--- src/rtl/fp_add_align.sv ---
// Binary32 add/sub operand alignment: unpack, order by magnitude, right-shift the
// smaller significand with guard/round/sticky, and bypass NaN/Inf. Two-stage valid/ready pipe.
module fp_add_align #(
  parameter int EXP_W  = 8,
  parameter int FRAC_W = 23
) (
  input  logic                    clk,
  input  logic                    rst,
  input  logic                    in_valid,
  output logic                    in_ready,
  input  logic [EXP_W+FRAC_W:0]   a_in,
  input  logic [EXP_W+FRAC_W:0]   b_in,
  input  logic                    sub,
  output logic                    out_valid,
  input  logic                    out_ready,
  output logic [FRAC_W+3:0]       big_man,
  output logic [FRAC_W+3:0]       small_man,
  output logic [EXP_W-1:0]        exp_out,
  output logic                    sign_out,
  output logic                    eff_sub,
  output logic                    special,
  output logic [EXP_W+FRAC_W:0]   special_res
);

  localparam int W     = EXP_W + FRAC_W + 1;
  localparam int SIG_W = FRAC_W + 1;
  localparam int MAN_W = FRAC_W + 4;
  localparam logic [EXP_W-1:0] EXP_MAX   = '1;
  localparam logic [EXP_W-1:0] EXP_ONE   = EXP_W'(1);
  localparam logic [EXP_W-1:0] MAN_W_EXP = EXP_W'(MAN_W);
  localparam logic [W-1:0]     QNAN      = {1'b0, EXP_MAX, 1'b1, {(FRAC_W-1){1'b0}}};

  logic adv1, adv2;

  // S1 input-side decode
  logic              sa, sb_eff, swap, eff_d;
  logic [EXP_W-1:0]  ea, eb, ea_w, eb_w, exp_l, exp_s;
  logic [FRAC_W-1:0] fa, fb;
  logic [SIG_W-1:0]  siga, sigb;
  logic              a_spec, b_spec, a_nan, b_nan, a_inf, b_inf;
  logic [W-1:0]      res_d;

  logic              s1_valid_q, s1_sign_q, s1_eff_q, s1_spec_q;
  logic [SIG_W-1:0]  s1_big_q, s1_small_q;
  logic [EXP_W-1:0]  s1_exp_q, s1_d_q;
  logic [W-1:0]      s1_res_q;

  logic              s2_valid_q, s2_sign_q, s2_eff_q, s2_spec_q;
  logic [MAN_W-1:0]  s2_big_q, s2_small_q;
  logic [EXP_W-1:0]  s2_exp_q;
  logic [W-1:0]      s2_res_q;

  logic [MAN_W-1:0]  ext, shifted, lost, small_d, big_d;

  always_comb begin
    sa     = a_in[W-1];
    sb_eff = b_in[W-1] ^ sub;
    eff_d  = sa ^ sb_eff;
    ea     = a_in[W-2:FRAC_W];
    eb     = b_in[W-2:FRAC_W];
    fa     = a_in[FRAC_W-1:0];
    fb     = b_in[FRAC_W-1:0];
    ea_w   = (ea == '0) ? EXP_ONE : ea;
    eb_w   = (eb == '0) ? EXP_ONE : eb;
    siga   = {|ea, fa};
    sigb   = {|eb, fb};
    swap   = b_in[W-2:0] > a_in[W-2:0];
    exp_l  = swap ? eb_w : ea_w;
    exp_s  = swap ? ea_w : eb_w;
    a_spec = (ea == EXP_MAX);
    b_spec = (eb == EXP_MAX);
    a_nan  = a_spec & (|fa);
    b_nan  = b_spec & (|fb);
    a_inf  = a_spec & ~(|fa);
    b_inf  = b_spec & ~(|fb);
    res_d  = '0;
    if (a_nan | b_nan | (a_inf & b_inf & eff_d)) res_d = QNAN;
    else if (a_inf)                              res_d = {sa, EXP_MAX, {FRAC_W{1'b0}}};
    else if (b_inf)                              res_d = {sb_eff, EXP_MAX, {FRAC_W{1'b0}}};
  end

  // Once d reaches the full width, every bit lands in sticky.
  always_comb begin
    ext     = {s1_small_q, 3'b000};
    shifted = ext >> s1_d_q;
    lost    = ext & ~({MAN_W{1'b1}} << s1_d_q);
    if (s1_d_q >= MAN_W_EXP) small_d = {{(MAN_W-1){1'b0}}, |s1_small_q};
    else                     small_d = shifted | {{(MAN_W-1){1'b0}}, |lost};
    big_d = {s1_big_q, 3'b000};
    if (s1_spec_q) begin
      small_d = '0;
      big_d   = '0;
    end
  end

  assign adv2     = out_ready | ~s2_valid_q;
  assign adv1     = adv2 | ~s1_valid_q;
  assign in_ready = adv1;

  always_ff @(posedge clk) begin
    if (rst) begin
      s1_valid_q <= 1'b0;
      s1_sign_q  <= 1'b0;
      s1_eff_q   <= 1'b0;
      s1_spec_q  <= 1'b0;
      s1_big_q   <= '0;
      s1_small_q <= '0;
      s1_exp_q   <= '0;
      s1_d_q     <= '0;
      s1_res_q   <= '0;
      s2_valid_q <= 1'b0;
      s2_sign_q  <= 1'b0;
      s2_eff_q   <= 1'b0;
      s2_spec_q  <= 1'b0;
      s2_big_q   <= '0;
      s2_small_q <= '0;
      s2_exp_q   <= '0;
      s2_res_q   <= '0;
    end else begin
      if (adv1) begin
        s1_valid_q <= in_valid;
        if (in_valid) begin
          s1_sign_q  <= swap ? sb_eff : sa;
          s1_eff_q   <= eff_d;
          s1_spec_q  <= a_spec | b_spec;
          s1_big_q   <= swap ? sigb : siga;
          s1_small_q <= swap ? siga : sigb;
          s1_exp_q   <= exp_l;
          s1_d_q     <= exp_l - exp_s;
          s1_res_q   <= res_d;
        end
      end
      if (adv2) begin
        s2_valid_q <= s1_valid_q;
        if (s1_valid_q) begin
          s2_sign_q  <= s1_sign_q;
          s2_eff_q   <= s1_eff_q;
          s2_spec_q  <= s1_spec_q;
          s2_big_q   <= big_d;
          s2_small_q <= small_d;
          s2_exp_q   <= s1_spec_q ? '0 : s1_exp_q;
          s2_res_q   <= s1_res_q;
        end
      end
    end
  end

  assign out_valid   = s2_valid_q;
  assign big_man     = s2_big_q;
  assign small_man   = s2_small_q;
  assign exp_out     = s2_exp_q;
  assign sign_out    = s2_sign_q;
  assign eff_sub     = s2_eff_q;
  assign special     = s2_spec_q;
  assign special_res = s2_res_q;

endmodule

--- config.mk ---
export PLATFORM = sky130hd
export DESIGN_NAME = fp_add_align
export DESIGN_NICKNAME = d
export VERILOG_FILES = /design/src/rtl/fp_add_align.sv
export SDC_FILE = /design/constraint.sdc
export NUM_CORES = 1
export LEC_CHECK = 0
export BUFFER_PORTS_ARGS = -buffer_cell sky130_fd_sc_hd__buf_4
export CAP_MARGIN = 20
export CORE_MARGIN = 4
export CORE_UTILIZATION = 60
export DETAILED_ROUTE_END_ITERATION = 7
export PLACE_DENSITY = 0.85
export SETUP_SLACK_MARGIN = 0.3
export SYNTH_ARGS = -nofsm -noshare
export SYNTH_HDL_FRONTEND = slang
export SYNTH_SLANG_ARGS = --single-unit
--- constraint.sdc ---
create_clock -name clk -period 5.9 [get_ports clk]
set_input_delay 0.295 -clock clk [delete_from_list [all_inputs] [get_ports clk]]
set_output_delay 0.295 -clock clk [all_outputs]
set_load 0.02 [all_outputs]
==> reports/qor.csv, run 1 <==
metric,value,unit
outcome,"complete, no violations",
pin_count,168,
leakagePower,4.16,nW
drc,0,
via_count,8973,
synth_cell_type_count,79,
path_class,in2reg,
setup-tns-final,0,ns
final_cells,1413,
crit_family,compound AO/OA/AOI/OAI gates,
post_cts_buffers,0,
rows,44,
fin_crit,4.11,ns
hold_class,in2reg,
area_growth,17.0,%
grt_pass1_vias,8130,
relSlewSlack,39.7,%
grt_pass1_wl,42.2,mm
critPathBufInv,3,
multi_input_area,0.00555,sq mm
syn_area,0.00894,sq mm
die_w,130,microns
core,0.0146,sq mm
synth-warning-count,0,
dp_hpwl,19.9,mm
end_kind,register,
synth_edf_count,0,
viasPerCell,6.35,
cp_cell_sequence,buf_4 > inv_1 > ha_1 > a2111o_1 > o221a_1 > o21a_2 > buf_4 > nor2_4 > mux2_1 > ha_1 > fa_1 > nor2b_1 > o21ai_0 > a21boi_0 > o21a_1 > o21ai_0 > a32o_1,
dp.cells,1381,
holdBufCountCts,0,
clock_latency,0.43,ns
syn_avg_cell_area,7.91,sq um
slowest_delay,0.56,ns
antenna_found_initial,0,
cp.depth,17,
ir_drop,215,uV
yosys_most_used_dff,dfxtp_1,
start_kind,primary input,
io_buffers,142,
async_flop_share,0,%
initialDrtViolationCount,1115,
ff2ff_path_depth,5,
start_util,61.3,%
nets,1324,
place_congestion,0.969,
cts_buffer_depth,2,
ys_ff_latch,137,
ys_seq_area_share,30.7,%
cp_data_required_time,6.22,ns
cts-root-buf,clkbuf_16,
diodes,0,
grt_setup_unrepaired,no,
synthCells,1131,
arrival,4.42,ns
wl_per_cell,18.9,microns
cts_resized,0,
fmax,244,MHz
die-area,0.0169,sq mm
die_h,130,microns
cts_sinks,137,
setup_viol_count_final,0,
powerDensity,277,mW/mm^2
cts_tree,yes,
maxSlewViolCount,0,
slowest_stage,nor2_4,
cts_buffers,17,
drtPass1Iterations,6,
antenna_left,0,
hold_viol_final,0,
path_clk_slew,0.06,ns
critPathMaxFanout,49,
layout-drive-gt1-share,18.1,%
drv_cap,0,
grt_overflow,0,
worstMarginPinSlew,0.903,ns
fin_skew,0.00919,ns
track_usage,31.3,%
final-seq-area,0.00274,sq mm
drt-total-wl,26.7,mm
fillers,1189,
min_period_over_period,69.6,%
grt_max_degree,79,
htreeDepth,4,
min_path_cells,3,
report_power, final:
part,switching [mW],internal (mW),total (mW)
Sequential,0.0716,0.988,1.06
Combinational,0.464,0.297,0.760
Clock,0.432,0.645,1.08
layout by cell type, fill, tap and decap left out, types with 10 or more instances in the layout:
cell / netlist / final
mux2i_1: 21 / 21
nor2_1: 57 / 55
a21oi_1: 81 / 81
a22oi_1: 12 / 12
nand4_1: 23 / 23
o21ai_0: 16 / 16
ha_1: 38 / 38
nor4_1: 21 / 21
conb_1: 1 / 25
and2_1: 10 / 10
dfxtp_1: 137 / 137
o21ai_1: 11 / 11
inv_1: 41 / 41
nand2_1: 201 / 201
nand3b_1: 35 / 35
clkbuf_16: 0 / 17
nand3_1: 10 / 10
mux4_2: 15 / 15
o211ai_1: 59 / 59
buf_4: 33 / 157
o21a_1: 10 / 10
or3_1: 56 / 56
nor3_1: 21 / 21
registers in the layout, summed over array words and instances, names as in the netlist, 3 cells and up:
signal / count
exp_out: 8
s1_big_q: 24
s1_small_q: 24
big_man: 24
s1_exp_q: 8
s1_d_q: 8
special_res: 3
s1_res_q: 3
small_man: 27
kinds of logic (layout without fill, tap and decap cells):
family	after synthesis	after routing	share of synthesized area, %
other	1	25	0.0419
xor gates and xnor gates	3	3	0.294
AOI/OAI and AO/OA	269	269	20.3
muxes	53	53	8.51
DFF	137	137	30.7
and+or+nand+nor	470	470	26.0
adders and majority gates	40	40	5.65
buffers and inverters	158	232	8.54
per-layer routing:
metal,wire (microns),GRT usage [%],vias to the layer above,share of wire [%]
li1,-,-,4227,-
met2,11800,47.1,495,44
met1,11700,44.7,4190,44
met3,2500,6.22,61,9.3
met4,711,11.5,0,2.7
met5,0,0,-,0
worst register-to-register path: cells and delay by family (launching register included):
family / cells / cell delay, ns
AO/OA/AOI/OAI: 1 / 0.22
flip-flops: 1 / 0.49
multiplexers: 2 / 1.02
AND/OR/NAND/NOR: 2 / 0.79
final cells by class:
cell class	instances	share of cell area (%)
clock buffer	19	4.24
timing repair buffer	157	11.3
multi-input combinational	860	53.0
tap	184	2.20
sequential	137	26.2
clock inverter	13	1.50
inverter	43	1.54
final timing paths:
| check | start | endpoint | slack (ns) |
|---|---|---|---|
| setup / recovery | a_in[4] | s1_d_q[6] | 1.79 |
| hold / removal | in_valid | s1_valid_q | 0.14 |
| hold reg to reg | s1_eff_q | eff_sub | 0.45 |
| setup reg to reg | s1_d_q[6] | small_man[2] | 3.27 |
metrics by stage:
step	total power [mW]	setup WS [ns]	util, %	instance area, sq um	hold WS (ns)
finish	2.90	1.79	71.7	10500	0.140
global route	3.02	1.47	71.7	10500	0.171
CTS	2.88	1.83	71.7	10500	0.124
detailed placement	1.82	1.38	67.6	9860	0.446
global placement	1.81	1.47	67.6	9860	0.439
floorplan	1.61	2.08	-	9030	0.431
cells in the mapped netlist, types with 9 or more instances:
cell type    n  area share, %
a211oi_1     9           0.76
a21oi_1     81            4.5
a22oi_1     12            1.0
and2_1      10           0.70
buf_2       12           0.67
buf_4       33            2.8
clkbuf_1    58            2.4
dfxtp_1    137             31
ha_1        38            5.3
inv_1       41            1.7
mux2_1       9            1.1
mux2i_1     21            2.4
mux4_2      15            3.8
nand2_1    201            8.4
nand3_1     10           0.56
nand3b_1    35            2.9
nand4_1     23            1.6
nor2_1      57            2.4
nor3_1      21            1.2
nor4_1      21            1.5
o211ai_1    59            5.0
o21a_1      10           0.84
o21ai_0     16           0.90
o21ai_1     11           0.62
or3_1       56            3.9
No activity file was read; power rests on OpenSTA's default activity.
==> inputs of run 2 (changes only) <==
--- a/config.mk
+++ b/config.mk
@@ -8,9 +8,9 @@
 export BUFFER_PORTS_ARGS = -buffer_cell sky130_fd_sc_hd__buf_4
 export CAP_MARGIN = 20
 export CORE_MARGIN = 4
-export CORE_UTILIZATION = 60
+export CORE_UTILIZATION = 51
 export DETAILED_ROUTE_END_ITERATION = 7
-export PLACE_DENSITY = 0.85
+export PLACE_DENSITY = 0.77
 export SETUP_SLACK_MARGIN = 0.3
 export SYNTH_ARGS = -nofsm -noshare
 export SYNTH_HDL_FRONTEND = slang
==> constraint.sdc (replaced) <==
create_clock -name clk -period 3.6 [get_ports clk]
set_input_delay 0.18 -clock clk [delete_from_list [all_inputs] [get_ports clk]]
set_output_delay 0.18 -clock clk [all_outputs]
set_load 0.02 [all_outputs]
==> run 2 against run 1 <==
Register-to-register slack worse by 2.5 ns. Die area up 17%. Hold slack worse by 0.10 ns. Global-route usage down 3.3 points. Power up 71%. Combinational power increased by 83%. Critical path depth stayed put. Largest power group unchanged.
==> reports/qor.csv, run 2 (synthesized netlist as in run 1, its figures left out) <==
metric,value,unit,change
outcome,"complete, no violations",,
cp.depth,17,,unchanged
clock_latency,0.42,ns,about the same
crit_end,s1_d_q[6],,
setup_viol_count_final,0,,unchanged
htreeDepth,4,,unchanged
cts_tree,yes,,
leakagePower,4.45,nW,+6.8%
grt_setup_unrepaired,yes,,
relSlewSlack,38.5,%,-1.2 points
critPathBufInv,3,,unchanged
power,4.96,mW,+71%
rows,48,,+9.1%
drtPass1Iterations,6,,unchanged
ir_drop,347,uV,+61%
critPathMaxFanout,6,,-88%
combinationalPowerShare,28.0,%,+1.7 points
p_int,3.32,mW,+72%
worst_path_most_repeated_cell,o21a_1,,
pwr-share-seq,35.3,%,-1.3 points
area_growth,24.4,%,
min_period_over_period,90.0,%,
hold_class,in2reg,,
nets,1380,,+4.2%
wl_per_cell,19.2,microns,+1.3%
viasPerCell,5.99,,-5.7%
layout-drive-gt1-share,23.4,%,+5.3 points
maxSlewViolCount,0,,unchanged
cts_buffers,17,,unchanged
place_congestion,0.948,,-2.1%
finalCoreUtilization,64.6,%,-7.1 points
netSwitchingPower,1.64,mW,+69%
pwr-share-clk,36.7,%,-0.5 points
slowest_delay,0.38,ns,-0.18 ns
via_count,9033,,+0.67%
final_cells,1509,,+6.8%
track_usage,28.0,%,-3.3 points
end_kind,register,,
layout_common_cells,"buf_4, nand2_1, dfxtp_1, a21oi_1, o211ai_1",,
powerDensity,445,mW/mm^2,+61%
fin_skew,0.00596,ns,-0.00324 ns
worstMarginPinSlew,0.921,ns,+0.0175 ns
die_w,140,microns,+7.9%
cp_cell_sequence,buf_4 > inv_1 > ha_1 > a21oi_1 > o21ai_1 > a221o_1 > o21a_1 > nor2_4 > buf_6 > mux2_4 > ha_4 > nor2b_2 > o21ai_2 > a21boi_2 > o21a_1 > or3_1 > a32o_1,,
path_class,in2reg,,
start_util,51.9,%,-9.4 points
dp.cells,1475,,+6.8%
reg2reg_from,s1_d_q[0],,
hold_viol_final,0,,unchanged
worst-r2r-setup-slack,0.75,ns,-2.52 ns
drc,0,,unchanged
arrival,3.56,ns,-0.86 ns
setup-tns-final,0,ns,unchanged
ff2ff_path_depth,7,,+2
io_buffers,142,,unchanged
crit_start,a_in[16],,
largest_reg_flops,27,,unchanged
holdBufCountCts,0,,unchanged
grt_pass1_wl,44.9,mm,+6.4%
final_common_cell,buf_4,,
drv_cap,0,,unchanged
antenna_left,0,,unchanged
dp_hpwl,20.8,mm,+4.7%
path_clk_slew,0.06,ns,about the same
fmax,309,MHz,
start_kind,primary input,,
fillers,1443,,+21%
r2r_end,small_man[9],,
grt_max_degree,79,,unchanged
cts_sinks,137,,unchanged
drt-total-wl,28.9,mm,+8.1%
crit_family,compound AO/OA/AOI/OAI gates,,
pin_count,168,,unchanged
grt_overflow,0,,unchanged
antenna_found_initial,0,,unchanged
cts_buffer_depth,2,,unchanged
slowest_stage,a221o_1,,
cts-root-buf,clkbuf_16,,
core,0.0172,sq mm,+18%
die-area,0.0197,sq mm,+17%
p_sw_share,33.0,%,-0.39 points
diodes,0,,unchanged
initialDrtViolationCount,858,,-23%
cp_data_required_time,3.92,ns,-2.30 ns
die_h,140,microns,+7.9%
grt_pass1_vias,8473,,+4.2%
fin_crit,3.24,ns,
[run 2: changes by cell type in the layout (fill, tap and decap cells not counted), moves of 4 or more]
cell / before / now
buf_4: 157 / 209
ha_4: 0 / 7
o21ai_0: 16 / 12
inv_6: 5 / 0
ha_1: 38 / 31
[run 2: area by class of cell]
| cell class | instances | area, sq um | area share [%] |
|---|---|---|---|
| sequential | 137 | 2740 | 24.6 |
| multi-input combinational | 860 | 5690 | 51.1 |
| inverter | 43 | 176 | 1.59 |
| timing repair buffer | 213 | 1630 | 14.7 |
| clock inverter | 11 | 148 | 1.33 |
| clock buffer | 20 | 457 | 4.10 |
| tap | 225 | 282 | 2.53 |
[run 2: power by group through the flow]
| stage | sequential [mW] | clock, mW | combinational (mW) |
|---|---|---|---|
| final | 1.75 | 1.82 | 1.39 |
| after global routing | 1.76 | 1.90 | 1.50 |
| after CTS | 1.74 | 1.83 | 1.33 |
| after detailed placement | 1.78 | 0 | 1.32 |
| after global placement | 1.77 | 0 | 1.31 |
| after floorplan | 1.74 | 0 | 0.912 |
[run 2: repair_timing]
action / CTS / global route
setup endpoints to repair: 0 / 4
setup buffers: 0 / 3
gates resized for setup: 0 / 17
[run 2: tightest hold or removal path, cell delays in order]
cell and delay (ns):
buf_4 0.08, inv_1 0.04, a21oi_1 0.12
[run 2: worst min-delay path by stage]
stage                            from           to  slack, ns  cells past startpoint
after floorplan              in_valid   s1_valid_q       0.33                      2
after CTS                    in_valid   s1_valid_q       0.02                      3
after global routing         in_valid   s1_valid_q       0.04                      3
after global placement    big_man[25]  big_man[25]       0.44                      2
after detailed placement  big_man[26]  big_man[26]       0.44                      2
final                        in_valid   s1_valid_q       0.04                      3
[run 2: metal layers]
metal / up-vias / GRT usage (%) / routed length (microns) / share of wire, %
li1: 4340 / - / - / -
met3: 68 / 5.16 / 2290 / 7.9
met5: - / 0 / 0 / 0
met4: 0 / 8.82 / 767 / 2.7
met2: 436 / 45.4 / 13700 / 47
met1: 4189 / 37.9 / 12100 / 42
[run 2: stage by stage]
step	worst slack, ns	cell area (sq um)	hold WS, ns
final	0.359	11100	0.0400
after detailed placement	-0.107	10400	0.444
after global placement	0.0187	10400	0.439
after CTS	0.328	11000	0.0243
after floorplan	0.235	9130	0.331
after global routing	0.238	11100	0.0440
